==> config.mk <==
export PLATFORM = sky130hd
export DESIGN_NAME = mod_dispatch
export DESIGN_NICKNAME = d
export VERILOG_FILES = /design/src/rtl/mod_dispatch.sv
export SDC_FILE = /design/constraint.sdc
export NUM_CORES = 1
export LEC_CHECK = 0
export BUFFER_PORTS_ARGS = -buffer_cell sky130_fd_sc_hd__buf_2
export CAP_MARGIN = 20
export CORE_MARGIN = 2
export CORE_UTILIZATION = 40
export DETAILED_ROUTE_END_ITERATION = 7
export HOLD_SLACK_MARGIN = 0.15
export RECOVER_POWER = 25
export SLEW_MARGIN = 0
export SYNTH_ARGS = -nofsm -noshare
export SYNTH_HDL_FRONTEND = slang
export SYNTH_SLANG_ARGS = --single-unit
==> constraint.sdc <==
create_clock -name clk -period 2.7 [get_ports clk]
set_clock_uncertainty 0.2 [all_clocks]
set_input_delay 0.54 -clock clk [delete_from_list [all_inputs] [get_ports clk]]
set_output_delay 0.54 -clock clk [all_outputs]
set_load 0.01 [all_outputs]
==> src/rtl/mod_dispatch.sv <==
//------------------------------------------------------------------------------
// Module      : mod_dispatch
// Description : Operand FIFO, launch/wait/hold sequencer and result register
//               around a sequential modulo core; traps divide-by-zero.
// Revision    : 1.0 - initial release
//------------------------------------------------------------------------------
`default_nettype none

module mod_dispatch #(
    parameter int DEPTH = 4,
    parameter int CW    = 16
) (
    input  logic          clk,
    input  logic          reset,
    input  logic          in_valid,
    output logic          in_ready,
    input  logic [31:0]   in_a,
    input  logic [31:0]   in_b,
    output logic          mod_start,
    output logic [31:0]   mod_a,
    output logic [31:0]   mod_b,
    input  logic [31:0]   mod_result,
    input  logic          mod_done,
    output logic          out_valid,
    input  logic          out_ready,
    output logic [31:0]   out_result,
    output logic          out_err,
    output logic [CW-1:0] out_cycles,
    output logic          busy
);

    localparam int             c_AW    = $clog2(DEPTH);
    localparam logic [c_AW:0]  c_FULL  = (c_AW+1)'(DEPTH);
    localparam logic [CW-1:0]  c_CMAX  = {CW{1'b1}};

    localparam logic [1:0] S_IDLE   = 2'd0;
    localparam logic [1:0] S_LAUNCH = 2'd1;
    localparam logic [1:0] S_WAIT   = 2'd2;
    localparam logic [1:0] S_HOLD   = 2'd3;

    logic [31:0]     r_fifo_a [DEPTH];
    logic [31:0]     r_fifo_b [DEPTH];
    logic [c_AW-1:0] r_wr_ptr;
    logic [c_AW-1:0] r_rd_ptr;
    logic [c_AW:0]   r_count;
    logic [1:0]      r_state;

    logic            w_push;
    logic            w_pop;
    logic [31:0]     w_head_a;
    logic [31:0]     w_head_b;

    assign in_ready = (r_count != c_FULL);
    assign busy     = (r_state != S_IDLE) || (r_count != '0);
    assign w_push   = in_valid && in_ready;
    assign w_pop    = (r_state == S_IDLE) && (r_count != '0);
    assign w_head_a = r_fifo_a[r_rd_ptr];
    assign w_head_b = r_fifo_b[r_rd_ptr];

    // Storage carries no reset; only pointers and count define validity.
    always_ff @(posedge clk) begin
        if (w_push) begin
            r_fifo_a[r_wr_ptr] <= in_a;
            r_fifo_b[r_wr_ptr] <= in_b;
        end
    end

    always_ff @(posedge clk or negedge reset) begin
        if (!reset) begin
            r_wr_ptr <= '0;
            r_rd_ptr <= '0;
            r_count  <= '0;
        end else begin
            if (w_push) r_wr_ptr <= r_wr_ptr + 1'b1;
            if (w_pop)  r_rd_ptr <= r_rd_ptr + 1'b1;
            case ({w_push, w_pop})
                2'b10:   r_count <= r_count + 1'b1;
                2'b01:   r_count <= r_count - 1'b1;
                default: r_count <= r_count;
            endcase
        end
    end

    always_ff @(posedge clk or negedge reset) begin
        if (!reset) begin
            r_state    <= S_IDLE;
            mod_start  <= 1'b0;
            mod_a      <= '0;
            mod_b      <= '0;
            out_valid  <= 1'b0;
            out_result <= '0;
            out_err    <= 1'b0;
            out_cycles <= '0;
        end else begin
            mod_start <= 1'b0;
            case (r_state)
                S_IDLE: begin
                    if (r_count != '0) begin
                        if (w_head_b == '0) begin
                            // Zero divisor would never terminate in the core.
                            out_result <= '0;
                            out_err    <= 1'b1;
                            out_cycles <= '0;
                            out_valid  <= 1'b1;
                            r_state    <= S_HOLD;
                        end else begin
                            mod_a      <= w_head_a;
                            mod_b      <= w_head_b;
                            mod_start  <= 1'b1;
                            out_cycles <= '0;
                            r_state    <= S_LAUNCH;
                        end
                    end
                end
                S_LAUNCH: begin
                    out_cycles <= '0;
                    r_state    <= S_WAIT;
                end
                S_WAIT: begin
                    if (mod_done) begin
                        out_result <= mod_result;
                        out_err    <= 1'b0;
                        out_valid  <= 1'b1;
                        r_state    <= S_HOLD;
                    end else if (out_cycles != c_CMAX) begin
                        out_cycles <= out_cycles + 1'b1;
                    end
                end
                S_HOLD: begin
                    if (out_ready) begin
                        out_valid <= 1'b0;
                        r_state   <= S_IDLE;
                    end
                end
                default: r_state <= S_IDLE;
            endcase
        end
    end

endmodule

`default_nettype wire
# Word-level counts from Yosys, hierarchy flattened
# Memory sizes are Yosys's and may differ from the RTL's. A register that Yosys moved wholly into a read port is not among the register bits.
# Cells that the tools add are included.
# classes
n_addsub	5
n_eq_ne	13
mux	26
n_bitwise	1
n_reduce_logical	17
# ops
cell	count
32-bit two-way mux	3
32-bit one-hot mux with 2 select lines	1
16-bit two-way mux	3
16-bit one-hot mux with 3 select lines	1
32-bit logical NOT	1
16-bit by 1-bit adder with 16-bit output, second input constant	1
16-bit != test, second input constant	1
1-bit two-way mux	10
2-bit != test, second input constant	5
3-bit nonzero test	3
2-bit two-way mux	4
2-bit one-hot mux with 4 select lines	1
4-bit AND reduction	2
2-bit == test, second input constant	3
3-bit one-hot mux with 2 select lines	1
3-bit AND reduction	2
2-bit nonzero test	3
5-bit AND reduction	1
2-bit by 1-bit adder with 2-bit output, second input constant	2
2-bit by 1-bit == test with 1-bit output, second input constant	2
3-bit by 1-bit adder with 3-bit output, second input constant	1
3-bit != test, second input constant	1
1-bit one-hot mux with 3 select lines	1
3-bit by 1-bit subtractor with 3-bit output, second input constant	1
other kinds (7)	8
# totals
ff_bits	92
mem_bits_rw	256
in_bits	101
out_inout_bits	117
elab_cells	74
memories	2
# mem_list
memory	depth	width	rd	rd_ports_with_merged_regs	wr	line	text
r_fifo_a	4	32	1	1	1	41	logic [31:0] r_fifo_a [DEPTH];
r_fifo_b	4	32	1	0	1	42	logic [31:0] r_fifo_b [DEPTH];

# Longest topological paths before layout
# An unclocked memory read counts as a cell.
# logic_depth
depth_word	5
ltp_mapped	10
ltp_nobuf	10

# Worst setup path after synthesis
# No wires, ideal clock.
# synth_path
path_kind	flip-flop to flip-flop
from	reg r_count[0]
to	mem r_fifo_a[0][0] (enable)
setup_ns	0.429
arrival_time_ns	2.201
required_ns	2.071
slack_ns	-0.131
path_stages_with_launch	4
n_path_buf	0
synth_period_minus_slack_ns	2.831
path_cell_list	dfrtp_1 -> nor2_1 -> nand2_1 -> and3_1
# synth_between
elab_chain_len	4
# synth_rtl
item	line	text
from (decl)	45	logic [c_AW:0] r_count;
from (signal assigned)	77	2'b10: r_count <= r_count + 1'b1;
from (signal assigned)	78	2'b01: r_count <= r_count - 1'b1;
from (signal assigned)	79	default: r_count <= r_count;
3-bit != test	53	assign in_ready = (r_count != c_FULL);
named net in_ready	16	output logic in_ready,
1-bit logical AND	55	assign w_push = in_valid && in_ready;
1-bit two-way mux	62	if (w_push) begin
1-bit two-way mux (not written as such)	63	r_fifo_a[r_wr_ptr] <= in_a;
to (decl)	41	
# The timed path passes the listed nets, and every way through them passes these cells.

# Final worst setup path
# layout_path
from	reg r_rd_ptr[0]
to	reg out_result[4]
# layout_between
elab_chain_len	4
# layout_rtl
item	line	text
from (decl)	44	logic [c_AW-1:0] r_rd_ptr;
from (signal assigned)	75	if (w_pop) r_rd_ptr <= r_rd_ptr + 1'b1;
memory 4 x 32 bit	-	
32-bit logical NOT	99	if (w_head_b == '0) begin
2-bit by 1-bit != test with 1-bit output (no line)	-	
4-bit AND reduction (no line)	-	
to (signal assigned)	121	out_result <= mod_result;
to (decl)	26	output logic [31:0] out_result,
# No other way between the ends.
# A chain may end at the register's enable or synchronous reset.

==> results.tsv <==
stage	metric	value	unit
clock_network	cts_buffers	41	
pwr	pwr-share-clk	24.9	%
drt	vias_per_cell	5.20	
global_routing	grt_remaining_overflow	0	
timing	hold_viol_final	0	
floorplanning	coreArea	38600	um2
critical_path	critical_path.endpoint_type	flip-flop	
critical_path	crit_type	flip-flop to flip-flop	
pwr	power_density	1170	nW/um2
timing	setup_viol	98	
floorplanning	dieWidth	201	um
timing	worst_slew_pin_slew	0.622	ns
worst_hold_path	hold_class	primary input to flip-flop	
pwr	p_total	0.0238	W
pwr	p_sw_share	32.0	%
clock_network	path_clk_slew	0.06	ns
timing	grt_setup_unrepaired	true	
drt	drtIter0Drc	460	
pwr	p_leak	7.58	nW
logic_synthesis	synthCells	911	
run_status	violations	setup timing	
final_layout	drive_above_1_share	37.1	%
placement	port-buffer-count	217	
final_layout	fin_nets	1368	
drt	drcViolationCount	0	
timing	finalCritPeriodShare	109	%
timing	slew_headroom	58.5	%
run	cap_viol_max_count	0	
global_routing	grt_max_degree	95	
pwr	seq_power_share	37.1	%
final_layout	postLayoutCoreUtil	52.7	%
clock_network	clk_latency	0.56	ns
clock_network	tritoncts	yes	
clock_network	htree_levels	2	
floorplanning	initial_core_util	40.4	%
floorplanning	chipHeight	201	um
critical_path	worstSetupStartpoint	r_rd_ptr[0]	
drt	antenna_left	0	
critical_path	crit_required	2.99	ns
pwr	power_switching	0.00762	W
logic_synthesis	synth.distinct_cells	47	
critical_path	arrival	3.24	ns
logic_synthesis	synth_edf_count	256	
logic_synthesis	synthTopCellsByCount	edfxtp_1, dfrtp_1, nand2_1	
logic_synthesis	yosysSeqAreaShare	69.2	%
drt	wl_per_cell	19.9	um
clock_network	cts_root_buffer	clkbuf_16	
logic_synthesis	syn_area	15600	um2
logic_synthesis	synth_nets	1025	
critical_path	start_kind	flip-flop	
global_routing	grt_pass1_wl	56300	um
logic_synthesis	synth_top_cell_by_area	edfxtp_1	
timing	report.final.slew_viol_count	0	
timing	min_period	2.95	ns
placement	gp_congestion	0.776	
timing	fin_setup_tns	-18.15	ns
final_layout	syn2layout_area_growth	30.4	%
logic_synthesis	postSynth.asyncResetShare	32.6	%
logic_synthesis	syn_avg_cell_area	17.1	um2
drt	dr.pass1.iters	5	
global_routing	grt_pass1_vias	9776	
global_routing	groute.usage.overall	17.9	%
global_routing	antenna_found_initial	1	
run_status	status	complete, but fails checks	
clock_network	clock-sinks	380	
pwr	p_comb_share	37.9	%
logic_synthesis	yosys_warnings	0	
clock_network	cts.path.max_buffers	3	
placement	place_hpwl	22600	um
logic_synthesis	synth_most_common_cell	edfxtp_1	
floorplanning	die_area	40600	um2
timing	worst_slack	-0.253	ns
drt	vias	9400	
drt	totalWireLength	35900	um
worst_hold_path	hold_start	in_valid	
placement	pre_cts_ws	-0.413	ns
timing	fmax	0.339	GHz
logic_synthesis	yosys.area.top_type_share	49.3	%
pwr	ir_drop	0.650	mV
floorplanning	ios	218	
logic_synthesis	ys_ff_latch	380	
floorplanning	core.rowCount	72	
critical_path	crit_fanout	24	
critical_path	r2r_start	r_rd_ptr[0]	
logic_synthesis	synth_ff_type	edfxtp_1	
pwr	power.internal	0.0161	W
logic_synthesis	synth.area.top_cells	edfxtp_1, dfrtp_1, mux4_2	
## metrics by stage
stage | instances | hold slack (ns) | instance area (um2)
final | 1806 | 0.236 | 20300
after global routing | 1806 | 0.245 | 20300
after floorplan | 911 | 0.0444 | 15700
after global placement | 1652 | 0.264 | 17900
after CTS | 1799 | 0.202 | 20200
after detailed placement | 1652 | 0.273 | 17900
## area by class of cell
cell class	count	area, um2
inverter	14	52.6
antenna	1	2.50
tap	518	648
sequential	380	10800
clock inverter	21	300
timing repair buffer	358	2540
multi-input combinational	459	4840
clock buffer	55	1150
fill	3182	18200
## cell families after synthesis
| group | synth area share [%] |
|---|---|
| muxes | 15.1 |
| and+or+nand+nor | 6.29 |
| DFF | 69.2 |
| buffers and inverters | 2.10 |
| xor gates and xnor gates | 0.843 |
| adders and majority gates | 1.09 |
| AOI/OAI and AO/OA | 5.39 |
## sequential cells by signal, indices dropped and copies added (netlist names)
name	flops
mod_b	32
mod_a	32
r_state	2
out_cycles	16
r_fifo_b	128
r_count	3
r_fifo_a	128
out_valid	1
r_wr_ptr	2
mod_start	1
out_result	32
out_err	1
r_rd_ptr	2
## cell usage in the layout (no fill, tap or decap), drive strengths merged, types with 14 or more instances in the layout
master | synthesis | routed
a311o | 33 | 33
buf | 15 | 242
clkbuf | 43 | 106
dfrtp | 124 | 124
dlygate4sd3 | 0 | 65
edfxtp | 256 | 256
inv | 14 | 18
mux2 | 64 | 64
mux4 | 64 | 64
nand2 | 106 | 106
nor2 | 14 | 14
nor4 | 41 | 41
o311ai | 31 | 31
## power groups by stage
| stage | sequential, W | combinational [W] | clock [W] |
|---|---|---|---|
| 3_3_place_gp | 0.00888 | 0.00841 | 0 |
| 2_1_floorplan | 0.00907 | 0.00536 | 0 |
| 3_5_place_dp | 0.00892 | 0.00860 | 0 |
| 4_1_cts | 0.00884 | 0.00897 | 0.00609 |
| 5_1_grt | 0.00900 | 0.00982 | 0.00631 |
| 6_report | 0.00882 | 0.00902 | 0.00593 |
## critical path, stage by stage, from the launching register on
cell	delay [ns]
dfrtp_4	0.49
buf_12	0.14
mux4_2	0.55
nor4_4	0.30
buf_4	0.17
nand4_1	0.19
buf_6	0.20
buf_12	0.16
nor4_1	0.29
a311o_1	0.15
## metal layers
layer  vias to the layer above  global-route usage, %  routed length (um)
li1                       4334                      -                   -
met1                      4753                   24.1               15800
met2                       262                   29.0               17100
met3                        51                   4.26                2340
met4                         0                   5.33                 699
met5                         -                      0                   0
## repair_timing
| item | 4_1_cts | 5_1_grt |
|---|---|---|
| hold endpoints to repair | 302 | 0 |
| resized for setup | 38 | 18 |
| hold buffers | 65 | 0 |
| setup endpoints to repair | 101 | 102 |
| cloned | 1 | 0 |
| pin swaps | 9 | 3 |
| buffers inserted | 5 | 6 |
## path summary, 6_finish.rpt
path / endpoint / slack, ns / depth (start not counted)
min in group asynchronous: r_rd_ptr[0] / 0.33 / 2
worst min-delay path: r_wr_ptr[0] / 0.24 / 3
max in group asynchronous: mod_a[7] / 1.34 / 3
worst max-delay path: out_result[4] / -0.25 / 9
worst max register to register: out_result[4] / -0.25 / 9
worst min register to register: mod_b[1] / 0.29 / 1
Power figures use the tool's default switching activity.
